==> src/rtl/serial_subtractor_8bit_pkg.sv <==
// Shared widths and FSM state encoding for the bit-serial 8-bit subtractor.
package serial_subtractor_8bit_pkg;

   localparam int unsigned WIDTH = 8;
   localparam int unsigned CNT_W = 3;

   typedef enum logic [1:0] {
      IDLE = 2'd0,
      RUN  = 2'd1,
      DONE = 2'd2
   } state_t;

endpackage

==> src/rtl/serial_subtractor_8bit_full_subtractor.sv <==
// One-bit combinational full subtractor: d = a - b - bin, with borrow-out.
module FullSubtractor (
   input  logic a,
   input  logic b,
   input  logic bin,
   output logic d,
   output logic bout
);

   assign d    = a ^ b ^ bin;
   assign bout = (~a & b) | (~(a ^ b) & bin);

endmodule

==> src/rtl/serial_subtractor_8bit.sv <==
// Bit-serial 8-bit subtractor (LSB first, one bit per cycle, 9-cycle latency).
// Define SUB_OVF_EN to add the registered signed-overflow output ovf.
module serial_subtractor_8bit
   import serial_subtractor_8bit_pkg::*;
(
   input  logic             clk,
   input  logic             rst,
   input  logic             start,
   input  logic [WIDTH-1:0] A,
   input  logic [WIDTH-1:0] B,
   input  logic             Binit,
   output logic [WIDTH-1:0] Diff,
   output logic             Bout,
   output logic             busy,
   output logic             done
`ifdef SUB_OVF_EN
   ,
   output logic             ovf
`endif
);

   state_t             state;
   state_t             state_next;
   logic               load;
   logic               shift;
   logic               last;
   logic [WIDTH-1:0]   a_sr;
   logic [WIDTH-1:0]   b_sr;
   logic [WIDTH-1:0]   res_sr;
   logic               bor;
   logic [CNT_W-1:0]   cnt;
   logic               d_bit;
   logic               bout_bit;

   FullSubtractor u_fs (
      .a    (a_sr[0]),
      .b    (b_sr[0]),
      .bin  (bor),
      .d    (d_bit),
      .bout (bout_bit)
   );

   // State register; busy/done are registered decodes of the next state
   always_ff @(posedge clk or posedge rst) begin
      if (rst) begin
         state <= IDLE;
         busy  <= 1'b0;
         done  <= 1'b0;
      end else begin
         state <= state_next;
         busy  <= (state_next == RUN);
         done  <= (state_next == DONE);
      end
   end

   always_comb begin
      state_next = state;
      load       = 1'b0;
      shift      = 1'b0;
      last       = 1'b0;
      case (state)
         IDLE: begin
            if (start) begin
               load       = 1'b1;
               state_next = RUN;
            end
         end
         RUN: begin
            shift = 1'b1;
            if (cnt == CNT_W'(WIDTH - 1)) begin
               last       = 1'b1;
               state_next = DONE;
            end
         end
         DONE:    state_next = IDLE;
         default: state_next = IDLE;
      endcase
   end

   // Serial datapath: operands shift right, difference bits enter at the MSB
   always_ff @(posedge clk or posedge rst) begin
      if (rst) begin
         a_sr   <= '0;
         b_sr   <= '0;
         res_sr <= '0;
         bor    <= 1'b0;
         cnt    <= '0;
         Diff   <= '0;
         Bout   <= 1'b0;
`ifdef SUB_OVF_EN
         ovf    <= 1'b0;
`endif
      end else if (load) begin
         a_sr   <= A;
         b_sr   <= B;
         res_sr <= '0;
         bor    <= Binit;
         cnt    <= '0;
      end else if (shift) begin
         a_sr   <= {1'b0, a_sr[WIDTH-1:1]};
         b_sr   <= {1'b0, b_sr[WIDTH-1:1]};
         res_sr <= {d_bit, res_sr[WIDTH-1:1]};
         bor    <= bout_bit;
         cnt    <= cnt + CNT_W'(1);
         if (last) begin
            Diff <= {d_bit, res_sr[WIDTH-1:1]};
            Bout <= bout_bit;
`ifdef SUB_OVF_EN
            // On the last bit a_sr[0]/b_sr[0] are the operand sign bits
            ovf  <= (a_sr[0] != b_sr[0]) && (d_bit != a_sr[0]);
`endif
         end
      end
   end

endmodule

==> config.mk <==
export PLATFORM = sky130hd
export DESIGN_NAME = serial_subtractor_8bit
export DESIGN_NICKNAME = d
export VERILOG_FILES = /design/src/rtl/serial_subtractor_8bit_pkg.sv /design/src/rtl/serial_subtractor_8bit_full_subtractor.sv /design/src/rtl/serial_subtractor_8bit.sv
export SDC_FILE = /design/constraint.sdc
export NUM_CORES = 1
export LEC_CHECK = 0
export ABC_AREA = 1
export CELL_PAD_IN_SITES_DETAIL_PLACEMENT = 1
export CELL_PAD_IN_SITES_GLOBAL_PLACEMENT = 2
export CORE_ASPECT_RATIO = 1.4
export CORE_MARGIN = 1
export CORE_UTILIZATION = 31
export DETAILED_ROUTE_END_ITERATION = 16
export PLACE_DENSITY = 0.84
export SETUP_SLACK_MARGIN = 0.5
export SYNTH_ARGS = -nofsm -noshare
export SYNTH_HDL_FRONTEND = slang
export SYNTH_HIERARCHICAL = 1
export SYNTH_SLANG_ARGS = --single-unit
==> constraint.sdc <==
create_clock -name clk -period 1.7 [get_ports clk]
set_clock_uncertainty 0.1 [all_clocks]
set_input_delay 0.34 -clock clk [delete_from_list [all_inputs] [get_ports clk]]
set_output_delay 0.34 -clock clk [all_outputs]
set_load 0.01 [all_outputs]
# Yosys cells after proc, flatten, opt, wreduce, memory -nomap -nowiden
# Index checks and enable logic that the tools add are counted.
[word_totals] output_inout_bits=11 ff_bits=41 inputBits=20
[classes] n_bitwise=8 eq_ne=4 n_addsub=1 reduce_logical=3 n_mux=18
[op_table] cell="two-way mux 8 bit" count=6
[op_table] cell="two-way mux 1 bit" count=7
[op_table] cell="two-way mux 3 bit" count=2
[op_table] cell="== test 2 x 1 -> 1 bit, second input constant" count=2
[op_table] cell="two-way mux 2 bit" count=2
[op_table] cell="one-hot mux 2 bit (2 select lines)" count=1
[op_table] cell="adder 3 x 1 -> 3 bit, second input constant" count=1
[op_table] cell="== test 3 bit, second input constant" count=1
[op_table] cell="inverter 1 bit" count=3
[op_table] cell="AND reduction 3 bit" count=1
[op_table] cell="bitwise AND 1 bit" count=2
[op_table] cell="== test 2 bit, second input constant" count=1
[op_table] cell="logical NOT 2 bit" count=1
[op_table] cell="nonzero test 2 bit" count=1
[op_table] cell="bitwise XOR 1 bit" count=2
[op_table] cell="OR 1 bit" count=1

# Longest topological paths before layout
[logic_depth] word_depth=6 mapped_depth=6

# Modules after synthesis
# The synthesis kept the hierarchy.
[by_module_without_submodules] mod="serial_subtractor_8bit" area_each_um2=1732.9 seq_area_each_um2=1001.0 n_inst=1 cells_per_inst=187
[by_module_without_submodules] mod="FullSubtractor" area_each_um2=31.3 seq_area_each_um2=0.0 n_inst=1 cells_per_inst=4

# Least setup slack after synthesis
# OpenSTA, ideal clock, no wires.
[synth_path] kind="register to register" from="register cnt[0]" to="register Diff[7]" path_slack_ps=388 setup_time_ps=117 n_path_buf=0 arrival_ps=1096 period_less_slack_ps=1312 path_stages_with_launch=7 cell_sequence="dfrtp_1 ha_1 ha_1 inv_1 nor2_8 nand2_1 nand2_1"
[synth_between] elab_chain_cells=4
[synth_lines] element="from (decl)" line_no="serial_subtractor_8bit.sv:31" rtl="logic [CNT_W-1:0] cnt;"
[synth_lines] element="from (signal assigned)" line_no="serial_subtractor_8bit.sv:104" rtl="cnt <= cnt + CNT_W'(1);"
[synth_lines] element="== test 3 bit" line_no="serial_subtractor_8bit.sv:70" rtl="if (cnt == CNT_W'(WIDTH - 1)) begin"
[synth_lines] element="two-way mux 1 bit" line_no="serial_subtractor_8bit.sv:70"
[synth_lines] element="two-way mux 1 bit" line_no="serial_subtractor_8bit.sv:61" rtl="case (state)"
[synth_lines] element="AND reduction 3 bit (no source line)"
[synth_lines] element="to (signal assigned)" line_no="serial_subtractor_8bit.sv:106" rtl="Diff <= {d_bit, res_sr[WIDTH-1:1]};"
[synth_lines] element="to (decl)" line_no="serial_subtractor_8bit.sv:12" rtl="output logic [WIDTH-1:0] Diff,"
# Every way passes these cells.
# A chain may end at the register's enable or synchronous reset.

# Final worst setup path
[layout_path] from="register state[1]" to="register a_sr[0]"
[layout_between] elab_chain_cells=3 elab_cells_between_ends=6 classes_between="1 x eq/ne; 3 x mux; 2 x reduce/logical"
[layout_lines] element="from (decl)" line_no="serial_subtractor_8bit.sv:22" rtl="state_t state;"
[layout_lines] element="from (signal assigned)" line_no="serial_subtractor_8bit.sv:50" rtl="state <= state_next;"
[layout_lines] element="== test 2 x 1 -> 1 bit or logical NOT 2 bit (tied branches)" line_no="serial_subtractor_8bit.sv:61"
[layout_lines] element="two-way mux 1 bit" line_no="serial_subtractor_8bit.sv:61"
[layout_lines] element="nonzero test 2 bit (no source line) or two-way mux 8 bit (tied branches)"
[layout_lines] element="to (signal assigned)" line_no="serial_subtractor_8bit.sv:100" rtl="a_sr <= {1'b0, a_sr[WIDTH-1:1]};"
[layout_lines] element="to (decl)" line_no="serial_subtractor_8bit.sv:27" rtl="logic [WIDTH-1:0] a_sr;"
# Several ways; a longest one is shown, not always the timed one.

==> impl_metrics.yaml <==
flow_run:
  cap_violations: 0
global_route:
  overflow: 0
  grt_usage_pct: 16.7
  antenna_found_initial: 0
  grt_pass1_wl_um: 7360
  grt_pass1_vias: 1515
  grt_max_degree: 27
yosys:
  synthFlopType: "dfrtp_1"
  seq_area_frac_synth_pct: 56.7
  synth_top_area_share_pct: 56.7
  yosysWarningCount: 6
  synth_edf_count: 0
  yosys_register_bits: 40
  ys_types: 19
  yosys.area.top_type: "dfrtp_1"
  synthesis.area_um2: 1760
  syn_inst: 191
  synth_area_per_cell_um2: 9.24
  synth_area_leaders: "dfrtp_1 (57%), nand2_1 (19%), nand3_1 (8.5%)"
  synthArstFlopShare_pct: 100
  synth.most_common_cell: "nand2_1"
  syn-num-nets: 214
  ys_top_cells_by_count: "nand2_1 (87), dfrtp_1 (40), nand3_1 (30)"
critical_path:
  crit_type: "reg -> reg"
  r2r_setup_slack_ps: 410
  worstSetupStartpoint: "state[1]"
  critical_path_arrival_ps: 1420
  endpoint: "a_sr[0]"
  rr_startpoint: "state[1]"
  critPathRequiredTime_ps: 1830
  start_kind: "flip-flop"
  reg2regPathDepth: 5
  rr_endpoint: "a_sr[0]"
  path_max_fanout: 13
  cp-end-kind: "flip-flop"
timing:
  timing.fmax_ghz: 0.775
  rsz0062_at_grt: "true"
  fin_crit_sh_pct: 75.9
  worst_pin_slew_ps: 220
  finalHoldViolations: 0
  period_needed_ps: 1290
  slew_violations: 0
  max-slew-margin-rel_pct: 85.3
  hold_ws_ps: 331
  setup_viol: 0
  tns_ps: 0
routing:
  antenna_left: 0
  drtIter0Drc: 29
  wl_per_cell_um: 14.6
  num_vias: 1525
  drcViolationCount: 0
  drt_wl_total_um: 4780
  viasPerCell: 4.66
  dr.pass1.iters: 4
clock_network:
  clk_path_buf_depth: 2
  clock_latency_ps: 290
  cts_buffers: 5
  htreeDepth: 2
  cts_root_buf: "clkbuf_8"
  path_clk_slew_ps: 80
  cts_tree: "done"
  clock-sinks: 40
final_layout:
  syn_to_final_growth_pct: 55.7
  post-route-cell-area_um2: 2750
  drive_gt1_share_pct: 40.9
  num_antenna_cells: 0
  design.final.nets: 281
power_and_ir_drop:
  ir_drop_mv: 0.827
  p_total_w: 0.00475
  power_leakage_nw: 1.43
  powerDensity_nw_per_um2: 1730
floorplanning:
  design.core.area_um2: 5490
  start_util_pct: 32.2
  rows: 32
  die_area_um2: 6000
  die_h_um: 91.3
  die_w_um: 65.8
  ios: 31
placement:
  io_buffers: 30
  hpwl_um: 2530
  postPlaceCellArea_um2: 2170
  routabilityCongestion: 0.689
worst_hold_path:
  min_path_type: "in -> async"
run_status:
  outcome: "completed"
placed cells by master, fill, tap and decap left out, drive strengths merged:
| cell type | n |
|---|---|
| buf | 45 |
| bufinv | 1 |
| clkbuf | 9 |
| clkdlybuf4s50 | 18 |
| clkinvlp | 1 |
| dfrtp | 40 |
| dlygate4sd2 | 1 |
| fa | 1 |
| ha | 2 |
| inv | 7 |
| nand2 | 94 |
| nand3 | 32 |
| nor2 | 4 |
| o21ai | 4 |
layer usage:
layer,up-vias,track usage (%),share of wire (%),wire length [um]
met5,-,0,0,0
met4,0,6.34,1.7,81
met3,7,4.15,2.9,140
met2,29,28.7,56,2670
met1,748,19.4,40,1890
li1,741,-,-,-
report_power, final:
part	internal [W]	total, W	switching, W
combinational	0.00113	0.00222	0.00109
sequential	0.00135	0.00167	0.000314
clock	0.000518	0.000856	0.000337
total	0.00300	0.00475	0.00174
how the worst min path moves through the flow:
| stage | start | endpoint | slack [ps] | cells after the start |
|---|---|---|---|---|
| floorplan | rst | Bout | 220 | 1 |
| global placement | Diff[1] | Diff[1] | 350 | 2 |
| detailed placement | Diff[1] | Diff[1] | 360 | 2 |
| CTS | rst | b_sr[0] | 330 | 3 |
| global route | rst | Diff[2] | 340 | 3 |
| finish | rst | Diff[2] | 330 | 3 |
cells by family (layout without fill, tap and decap cells):
logic type               Yosys count  after routing  synth area share (%)
buffers and inverters             15             82                  6.03
AND/OR/NAND/NOR                  129            130                  32.9
adder cells (fa/ha/maj)            3              3                  2.55
flip-flops                        40             40                  56.7
AO/OA/AOI/OAI                      4              4                  1.77
worst max-delay path: stages (launching register included):
cell and delay [ps]:
dfrtp_1 430, buf_6 140, nor2_4 190, buf_12 170
nand3_1 100, nand3_1 100
flip-flops by register name (all words and copies together) (netlist names):
signal,cells
cnt,3
busy,1
Diff,8
a_sr,8
b_sr,8
done,1
res_sr,7
state,2
Bout,1
bor,1
per-stage QoR:
stage	util (%)	setup slack, ps	std cells
6_report	50.1	409	327
4_1_cts	45.6	432	315
2_1_floorplan	-	503	191
3_5_place_dp	39.6	65.9	287
5_1_grt	50.1	356	327
3_3_place_gp	39.6	119	287
layout make-up:
type | instances | area [um^2]
multi-input cells | 137 | 813
clock inverters | 1 | 30.0
repair buffers | 66 | 671
fillers | 617 | 2740
clock buffers | 7 | 96.3
inverters | 8 | 48.8
flip-flops and latches | 40 | 1000
well taps | 68 | 85.1
timing repair:
action,in CTS,in global routing
cloned,2,2
hold endpoints to repair,0,0
gates resized for setup,65,37
endpoints found under the setup margin,47,50
hold buffers,0,0
pin swaps,16,14
buffers inserted,18,10
(Power assumes the default switching activity.)
